[src/rtl/rvb_issue_if.sv]
// rvb_issue_if: handshake bundle between the core, the bitmanip unit and the
// register-file writeback port for one rvb_issue instance.
//   req_*       core -> issue block, decoded op offer (valid/ready)
//   unit_din_*  issue block -> unit, op presentation (valid/ready)
//   unit_dout_* unit -> issue block, result return (valid/ready)
//   wb_*        issue block -> register file, {rd, data} writeback (valid/ready)
// Modports: slave = the issue block, master = its surroundings (core/unit/rf).
interface rvb_issue_if #(
    parameter int XLEN = 64
);
    logic            req_valid;
    logic            req_ready;
    logic [XLEN-1:0] req_rs1;
    logic [XLEN-1:0] req_rs2;
    logic            req_insn3;
    logic            req_insn12;
    logic            req_insn13;
    logic [4:0]      req_rd;

    logic            unit_din_valid;
    logic            unit_din_ready;
    logic [XLEN-1:0] unit_din_rs1;
    logic [XLEN-1:0] unit_din_rs2;
    logic            unit_din_insn3;
    logic            unit_din_insn12;
    logic            unit_din_insn13;

    logic            unit_dout_valid;
    logic            unit_dout_ready;
    logic [XLEN-1:0] unit_dout_rd;

    logic            wb_valid;
    logic            wb_ready;
    logic [4:0]      wb_rd;
    logic [XLEN-1:0] wb_data;

    modport slave (
        input  req_valid, req_rs1, req_rs2, req_insn3, req_insn12, req_insn13, req_rd,
        output req_ready,
        output unit_din_valid, unit_din_rs1, unit_din_rs2,
        output unit_din_insn3, unit_din_insn12, unit_din_insn13,
        input  unit_din_ready,
        input  unit_dout_valid, unit_dout_rd,
        output unit_dout_ready,
        output wb_valid, wb_rd, wb_data,
        input  wb_ready
    );

    modport master (
        output req_valid, req_rs1, req_rs2, req_insn3, req_insn12, req_insn13, req_rd,
        input  req_ready,
        input  unit_din_valid, unit_din_rs1, unit_din_rs2,
        input  unit_din_insn3, unit_din_insn12, unit_din_insn13,
        output unit_din_ready,
        output unit_dout_valid, unit_dout_rd,
        input  unit_dout_ready,
        input  wb_valid, wb_rd, wb_data,
        output wb_ready
    );
endinterface

[src/rtl/rvb_issue.sv]
// rvb_issue: in-order issue/writeback front-end for a multi-cycle bitmanip unit.
// Buffers decoded ops in a request FIFO, presents the FIFO head to the unit,
// remembers the destination register of every issued op in a tag FIFO, and
// pairs each returned result with its tag to drive the writeback port.
// Ports:
//   clock         positive-edge clock
//   resetn        asynchronous active-low reset
//   bus           rvb_issue_if.slave (req_*, unit_din_*, unit_dout_*, wb_*)
//   idle          request FIFO empty, nothing outstanding, writeback empty
//   err_spurious  sticky: unit returned a result with no op outstanding
module rvb_issue #(
    parameter int XLEN  = 64,
    parameter int DEPTH = 4,
    parameter int TAGS  = 2
) (
    input  logic       clock,
    input  logic       resetn,
    rvb_issue_if.slave bus,
    output logic       idle,
    output logic       err_spurious
);
    localparam int AW  = $clog2(DEPTH);
    localparam int TIW = (TAGS > 1) ? $clog2(TAGS) : 1;
    localparam int TCW = $clog2(TAGS + 1);

    localparam logic [AW:0]    PTR_ONE  = 1;
    localparam logic [TIW-1:0] TIDX_ONE = 1;
    localparam logic [TIW-1:0] TIDX_TOP = TIW'(TAGS - 1);
    localparam logic [TCW-1:0] TCNT_ONE = 1;
    localparam logic [TCW-1:0] TCNT_MAX = TCW'(TAGS);

    typedef struct packed {
        logic [XLEN-1:0] rs1;
        logic [XLEN-1:0] rs2;
        logic            insn3;
        logic            insn12;
        logic            insn13;
        logic [4:0]      rd;
    } op_t;

    op_t            fifo_mem [DEPTH];
    logic [AW:0]    wr_ptr;
    logic [AW:0]    rd_ptr;
    logic [4:0]     tag_mem [TAGS];
    logic [TIW-1:0] tag_wr;
    logic [TIW-1:0] tag_rd;
    logic [TCW-1:0] tag_cnt;
    logic           wb_valid_q;
    logic [4:0]     wb_rd_q;
    logic [XLEN-1:0] wb_data_q;
    logic           err_q;

    op_t  op_in;
    op_t  head;
    logic [4:0] tag_head;
    logic fifo_empty, fifo_full, tag_empty, tag_full;
    logic push, issue, accept, wb_done;

    // Tag ring index step; TAGS need not fill the index range when TAGS == 1.
    function automatic logic [TIW-1:0] tag_next(input logic [TIW-1:0] p);
        return (p == TIDX_TOP) ? '0 : p + TIDX_ONE;
    endfunction

    assign op_in = {bus.req_rs1, bus.req_rs2, bus.req_insn3, bus.req_insn12,
                    bus.req_insn13, bus.req_rd};
    assign head     = fifo_mem[rd_ptr[AW-1:0]];
    assign tag_head = tag_mem[tag_rd];

    // Wrap bit distinguishes full from empty when the index bits match.
    assign fifo_empty = (wr_ptr == rd_ptr);
    assign fifo_full  = (wr_ptr[AW] != rd_ptr[AW]) && (wr_ptr[AW-1:0] == rd_ptr[AW-1:0]);
    assign tag_empty  = (tag_cnt == '0);
    assign tag_full   = (tag_cnt == TCNT_MAX);

    assign bus.req_ready       = !fifo_full;
    assign bus.unit_din_valid  = !fifo_empty && !tag_full;
    assign bus.unit_din_rs1    = head.rs1;
    assign bus.unit_din_rs2    = head.rs2;
    assign bus.unit_din_insn3  = head.insn3;
    assign bus.unit_din_insn12 = head.insn12;
    assign bus.unit_din_insn13 = head.insn13;
    assign bus.unit_dout_ready = !tag_empty && (!wb_valid_q || bus.wb_ready);
    assign bus.wb_valid        = wb_valid_q;
    assign bus.wb_rd           = wb_rd_q;
    assign bus.wb_data         = wb_data_q;

    assign push    = bus.req_valid && !fifo_full;
    assign issue   = bus.unit_din_valid && bus.unit_din_ready;
    assign accept  = bus.unit_dout_valid && bus.unit_dout_ready;
    assign wb_done = wb_valid_q && bus.wb_ready;

    assign idle         = fifo_empty && tag_empty && !wb_valid_q;
    assign err_spurious = err_q;

    // Payload storage needs no reset: every read is qualified by the pointers.
    always_ff @(posedge clock) begin
        if (push) begin
            fifo_mem[wr_ptr[AW-1:0]] <= op_in;
        end
        if (issue) begin
            tag_mem[tag_wr] <= head.rd;
        end
    end

    always_ff @(posedge clock or negedge resetn) begin
        if (!resetn) begin
            wr_ptr     <= '0;
            rd_ptr     <= '0;
            tag_wr     <= '0;
            tag_rd     <= '0;
            tag_cnt    <= '0;
            wb_valid_q <= 1'b0;
            wb_rd_q    <= '0;
            wb_data_q  <= '0;
            err_q      <= 1'b0;
        end else begin
            if (push) begin
                wr_ptr <= wr_ptr + PTR_ONE;
            end
            if (issue) begin
                rd_ptr <= rd_ptr + PTR_ONE;
                tag_wr <= tag_next(tag_wr);
            end
            if (accept) begin
                tag_rd <= tag_next(tag_rd);
            end
            case ({issue, accept})
                2'b10:   tag_cnt <= tag_cnt + TCNT_ONE;
                2'b01:   tag_cnt <= tag_cnt - TCNT_ONE;
                default: tag_cnt <= tag_cnt;
            endcase
            // Results for x0 are swallowed; a new load wins over a drain.
            if (accept && (tag_head != 5'd0)) begin
                wb_valid_q <= 1'b1;
                wb_rd_q    <= tag_head;
                wb_data_q  <= bus.unit_dout_rd;
            end else if (wb_done) begin
                wb_valid_q <= 1'b0;
            end
            if (bus.unit_dout_valid && tag_empty) begin
                err_q <= 1'b1;
            end
        end
    end
endmodule

[src/flat_wrapper.sv]
// flat-port wrapper written by rule: the top's interface ports become plain ports
module rvb_issue_flat 
#(
    parameter int XLEN  = 64,
    parameter int DEPTH = 4,
    parameter int TAGS  = 2
)
  (clock, resetn, idle, err_spurious, bus_req_valid, bus_req_rs1, bus_req_rs2, bus_req_insn3, bus_req_insn12, bus_req_insn13, bus_req_rd, bus_req_ready, bus_unit_din_valid, bus_unit_din_rs1, bus_unit_din_rs2, bus_unit_din_insn3, bus_unit_din_insn12, bus_unit_din_insn13, bus_unit_din_ready, bus_unit_dout_valid, bus_unit_dout_rd, bus_unit_dout_ready, bus_wb_valid, bus_wb_rd, bus_wb_data, bus_wb_ready);
  rvb_issue_if #(.XLEN(XLEN)) bus_i ();
  input  logic clock;
  input  logic resetn;
  output logic idle;
  output logic err_spurious;
  input wire logic [$bits(bus_i.req_valid)-1:0] bus_req_valid;
  input wire logic [$bits(bus_i.req_rs1)-1:0] bus_req_rs1;
  input wire logic [$bits(bus_i.req_rs2)-1:0] bus_req_rs2;
  input wire logic [$bits(bus_i.req_insn3)-1:0] bus_req_insn3;
  input wire logic [$bits(bus_i.req_insn12)-1:0] bus_req_insn12;
  input wire logic [$bits(bus_i.req_insn13)-1:0] bus_req_insn13;
  input wire logic [$bits(bus_i.req_rd)-1:0] bus_req_rd;
  output wire logic [$bits(bus_i.req_ready)-1:0] bus_req_ready;
  output wire logic [$bits(bus_i.unit_din_valid)-1:0] bus_unit_din_valid;
  output wire logic [$bits(bus_i.unit_din_rs1)-1:0] bus_unit_din_rs1;
  output wire logic [$bits(bus_i.unit_din_rs2)-1:0] bus_unit_din_rs2;
  output wire logic [$bits(bus_i.unit_din_insn3)-1:0] bus_unit_din_insn3;
  output wire logic [$bits(bus_i.unit_din_insn12)-1:0] bus_unit_din_insn12;
  output wire logic [$bits(bus_i.unit_din_insn13)-1:0] bus_unit_din_insn13;
  input wire logic [$bits(bus_i.unit_din_ready)-1:0] bus_unit_din_ready;
  input wire logic [$bits(bus_i.unit_dout_valid)-1:0] bus_unit_dout_valid;
  input wire logic [$bits(bus_i.unit_dout_rd)-1:0] bus_unit_dout_rd;
  output wire logic [$bits(bus_i.unit_dout_ready)-1:0] bus_unit_dout_ready;
  output wire logic [$bits(bus_i.wb_valid)-1:0] bus_wb_valid;
  output wire logic [$bits(bus_i.wb_rd)-1:0] bus_wb_rd;
  output wire logic [$bits(bus_i.wb_data)-1:0] bus_wb_data;
  input wire logic [$bits(bus_i.wb_ready)-1:0] bus_wb_ready;
  assign bus_i.req_valid = bus_req_valid;
  assign bus_i.req_rs1 = bus_req_rs1;
  assign bus_i.req_rs2 = bus_req_rs2;
  assign bus_i.req_insn3 = bus_req_insn3;
  assign bus_i.req_insn12 = bus_req_insn12;
  assign bus_i.req_insn13 = bus_req_insn13;
  assign bus_i.req_rd = bus_req_rd;
  assign bus_req_ready = bus_i.req_ready;
  assign bus_unit_din_valid = bus_i.unit_din_valid;
  assign bus_unit_din_rs1 = bus_i.unit_din_rs1;
  assign bus_unit_din_rs2 = bus_i.unit_din_rs2;
  assign bus_unit_din_insn3 = bus_i.unit_din_insn3;
  assign bus_unit_din_insn12 = bus_i.unit_din_insn12;
  assign bus_unit_din_insn13 = bus_i.unit_din_insn13;
  assign bus_i.unit_din_ready = bus_unit_din_ready;
  assign bus_i.unit_dout_valid = bus_unit_dout_valid;
  assign bus_i.unit_dout_rd = bus_unit_dout_rd;
  assign bus_unit_dout_ready = bus_i.unit_dout_ready;
  assign bus_wb_valid = bus_i.wb_valid;
  assign bus_wb_rd = bus_i.wb_rd;
  assign bus_wb_data = bus_i.wb_data;
  assign bus_i.wb_ready = bus_wb_ready;
  rvb_issue #(.XLEN(XLEN), .DEPTH(DEPTH), .TAGS(TAGS)) u_core (.clock(clock), .resetn(resetn), .bus(bus_i), .idle(idle), .err_spurious(err_spurious));
endmodule
[config.mk]
export PLATFORM = sky130hd
export DESIGN_NAME = rvb_issue_flat
export DESIGN_NICKNAME = d
export VERILOG_FILES = /design/src/rtl/rvb_issue_if.sv /design/src/rtl/rvb_issue.sv /design/src/flat_wrapper.sv
export SDC_FILE = /design/constraint.sdc
export NUM_CORES = 1
export LEC_CHECK = 0
export BUFFER_PORTS_ARGS = -buffer_cell sky130_fd_sc_hd__buf_2
export CORE_MARGIN = 4
export CORE_UTILIZATION = 30
export DETAILED_ROUTE_END_ITERATION = 12
export PLACE_DENSITY = 0.51
export SKIP_LAST_GASP = 1
export SYNTH_ARGS = -nofsm -noshare
export SYNTH_HDL_FRONTEND = slang
export SYNTH_SLANG_ARGS = --single-unit
[constraint.sdc]
create_clock -name clock -period 4.13 [get_ports clock]
set_input_delay 0.413 -clock clock [delete_from_list [all_inputs] [get_ports clock]]
set_output_delay 0.413 -clock clock [all_outputs]
set_load 0.02 [all_outputs]
==> results.py <==
metrics = {
    "pwr": {
        "p_sw_mw": 7.91,
        "comb_power_share_pct": 33.8,
        "p_seq_share_pct": 39.4,
        "finalPower_mw": 23.7,
        "cell_internal_pwr_mw": 15.8,
        "power_density_nw_per_um2": 763,
        "swShare_pct": 33.3,
        "vdd_ir_drop_max_uv": 390,
        "clockPowerShare_pct": 26.8,
        "leakagePower_nw": 11.2,
    },
    "place": {
        "routabilityCongestion": 0.736,
        "place_area_um2": 26900,
        "io_buffers": 411,
        "dp.final_hpwl_mm": 34.3,
    },
    "grt": {
        "antenna_found_initial": 7,
        "first_global_vias": 13153,
        "grt-ovfl-total": 0,
        "grt_pass1_wl_mm": 81.8,
        "track_usage_pct": 12.6,
        "grt_max_degree": 76,
    },
    "cells_and_area": {
        "layout.nets": 1811,
        "syn_to_final_growth_pct": 29.1,
        "fin_util_pct": 39.2,
        "fin_area_um2": 31100,
        "drive_above_1_share_pct": 46.9,
    },
    "floorplanning": {
        "dieArea_um2": 85000,
        "dieHeight_um": 292,
        "fp.coreArea_um2": 79400,
        "rows": 103,
        "die_w_um": 292,
        "initial_core_util_pct": 30.4,
        "io-pin-count": 412,
    },
    "clock_network": {
        "postCtsHoldBufs": 182,
        "cts.sink_count": 635,
        "cts_buffers": 72,
        "cts-htree-levels": 3,
        "clk_pin_slew_ns": 0.05,
        "cts_resized": 0,
        "cts_tree": "built",
        "clockRootBuffer": "clkbuf_16",
        "clockBufferDepth": 3,
        "cts_setup_buffers": 0,
        "clock_latency_ns": 0.61,
    },
    "sta": {
        "setup_viol_count_final": 0,
        "worst_pin_slew_ns": 0.804,
        "relSlewSlack_pct": 46.4,
        "rsz0062_at_grt": "no",
        "fin_crit_sh_pct": 72.6,
        "fmax_ghz": 0.334,
        "maxSlewViolCount": 0,
        "fin_crit_ns": 3.00,
        "fin_worst_skew_ns": 0.0320,
        "hold_viol_final": 0,
        "setup_tns_ns": 0,
        "timing.hold.ws_ns": 0.0520,
    },
    "run_status": {
        "status": "complete, no violations",
    },
    "route": {
        "firstDrtPassIters": 5,
        "drtIter0Drc": 580,
        "post_drt_wl_per_cell_um": 19.9,
        "via_per_inst": 4.34,
        "wl_mm": 54.0,
        "vias": 11761,
        "ant_nets": 0,
        "drc": 0,
    },
    "worst_setup_path": {
        "critical_path_class": "flop to primary output",
        "end_kind": "primary output",
        "slowest_delay_ns": 0.75,
        "critPathSlowestCell": "dfrtp_4",
        "crit_required_ns": 3.72,
        "crit_path_start_kind": "flop",
        "critPathMaxFanout": 36,
        "path_cells": "buf_4 > mux4_2 > buf_2",
        "critPathBufInv": 2,
        "critPathTopFamily": "buffers and inverters",
        "worstPathArrival_ns": 2.58,
    },
    "logic_synthesis": {
        "synth_top_family_by_area": "multiplexers",
        "yosysSeqAreaShare_pct": 77.4,
        "synth_cell_types": 33,
        "syn_area_um2": 24100,
        "yosysWarningCount": 0,
        "synth_compound_area_share_pct": 0.161,
        "synth_xor_area_share_pct": 0.436,
        "ys_ff_latch": 635,
        "synth_adder_area_share_pct": 0.311,
        "synth_nets": 1274,
        "post_synth.cell_area_avg_um2": 22.7,
        "synth_simple_gate_area_share_pct": 0.545,
        "synth.mux.area_fraction_pct": 16.3,
        "netlist_instances": 1062,
    },
    "worst_hold_path": {
        "min_path_type": "primary input to flop",
    },
    "flow_run": {
        "drv_cap": 0,
    },
}
## state kept, by name (all words and copies together) (netlist names)
name / cells
u_core.tag_mem: 10
u_core.bus.wb_rd: 5
u_core.tag_wr: 1
u_core.rd_ptr: 3
u_core.tag_rd: 1
u_core.wr_ptr: 3
u_core.fifo_mem: 544
u_core.bus.wb_data: 64
u_core.err_spurious: 1
u_core.tag_cnt: 2
u_core.bus.wb_valid: 1
## worst reg2reg max path: stages (launching register included)
cell and delay (ns):
dfrtp_4 0.75, xnor2_1 0.18, nand3_1 0.23, and3_4 0.75, buf_4 0.35
## power by group through the flow
stage | clock network, mW | registers (mW) | logic (mW)
4_1_cts | 6.58 | 9.38 | 8.28
3_3_place_gp | 0 | 9.44 | 8.05
3_5_place_dp | 0 | 9.50 | 8.11
2_1_floorplan | 0 | 9.80 | 5.85
6_report | 6.36 | 9.36 | 8.02
5_1_grt | 6.89 | 9.50 | 8.62
## final timing paths
path	slack (ns)	cells past startpoint	end	start
worst min register to register	0.45	1	u_core.err_spurious	u_core.err_spurious
worst min-delay path	0.05	2	u_core.bus.wb_data[39]	bus_unit_dout_rd[39]
min in group asynchronous	0.39	2	u_core.bus.wb_data[36]	resetn
worst max register to register	1.54	4	u_core.fifo_mem[2][105]	u_core.rd_ptr[1]
max in group asynchronous	2.85	3	u_core.bus.wb_data[22]	resetn
worst max-delay path	1.13	3	bus_unit_din_rs2[46]	u_core.rd_ptr[1]
## layout by cell type (no fill, tap or decap), types with 2 or more instances in the layout
cell type      instances
edfxtp_1             554
clkinv_1               8
clkinv_8               2
nand3_1                2
buf_12                17
nor2_1                 4
xor2_1                 3
clkinv_16              4
clkbuf_1              13
clkbuf_8               6
dfrtp_4                2
mux2_2                65
o21ai_0                2
bufinv_16              6
buf_2                410
mux4_2               136
clkinv_2              13
inv_1                  3
xnor2_1                9
clkinv_4               2
dfrtp_1               79
dlygate4sd3_1        183
mux2_4                 9
buf_4                 21
and3_4                 4
inv_6                  2
clkbuf_16             72
ha_1                   6
diode_2                6
## per-stage QoR
stage	instances	setup WS, ns
after global routing	2709	0.961
after floorplan	1062	1.05
after detailed placement	2392	1.47
after global placement	2392	1.51
final	2711	1.13
after CTS	2704	0.993
## final cells by class
| cell class | count | area [um^2] |
|---|---|---|
| Antenna cell | 6 | 15.0 |
| Clock buffer | 91 | 1930 |
| Clock inverter | 39 | 490 |
| Fill cell | 7211 | 48300 |
| Inverter | 3 | 11.3 |
| Multi-Input combinational cell | 256 | 4320 |
| Sequential cell | 635 | 18700 |
| Tap cell | 1050 | 1310 |
| Timing Repair Buffer | 631 | 4380 |
## logic make-up (layout without fill, tap and decap cells)
kind of cell	count (synthesis)	in the layout
AOI/OAI and AO/OA	5	5
DFF	635	635
and+or+nand+nor	22	22
muxes	211	211
adders and majority gates	6	6
other	0	6
xor gates and xnor gates	12	12
buffers and inverters	171	764
## Yosys cell counts, drive strengths merged
master,count,share of area [%]
a21o,1,0.031
a21oi,1,0.036
and2,1,0.026
and3,5,0.13
buf,151,4.5
clkbuf,17,0.26
dfrtp,81,8.4
edfxtp,554,69
ha,6,0.31
inv,3,0.047
mux2,74,3.6
mux2i,1,0.041
mux4,136,13
nand2,1,0.016
nand2b,1,0.026
nand3,2,0.041
nand3b,1,0.031
nand4,1,0.026
nor2,4,0.062
nor2b,1,0.026
nor4,1,0.026
o21ai,2,0.041
o22ai,1,0.052
or2,1,0.026
or3b,1,0.036
or4,1,0.031
or4b,1,0.041
xnor2,9,0.33
xor2,3,0.11
## per-layer routing
layer	GRT usage [%]	vias up	routed length, um
li1	-	5267	-
met1	15.2	6071	22000
met2	21.4	344	26900
met3	4.46	77	3970
met4	3.30	2	1170
met5	0	-	13
Power figures use the tool's default switching activity.
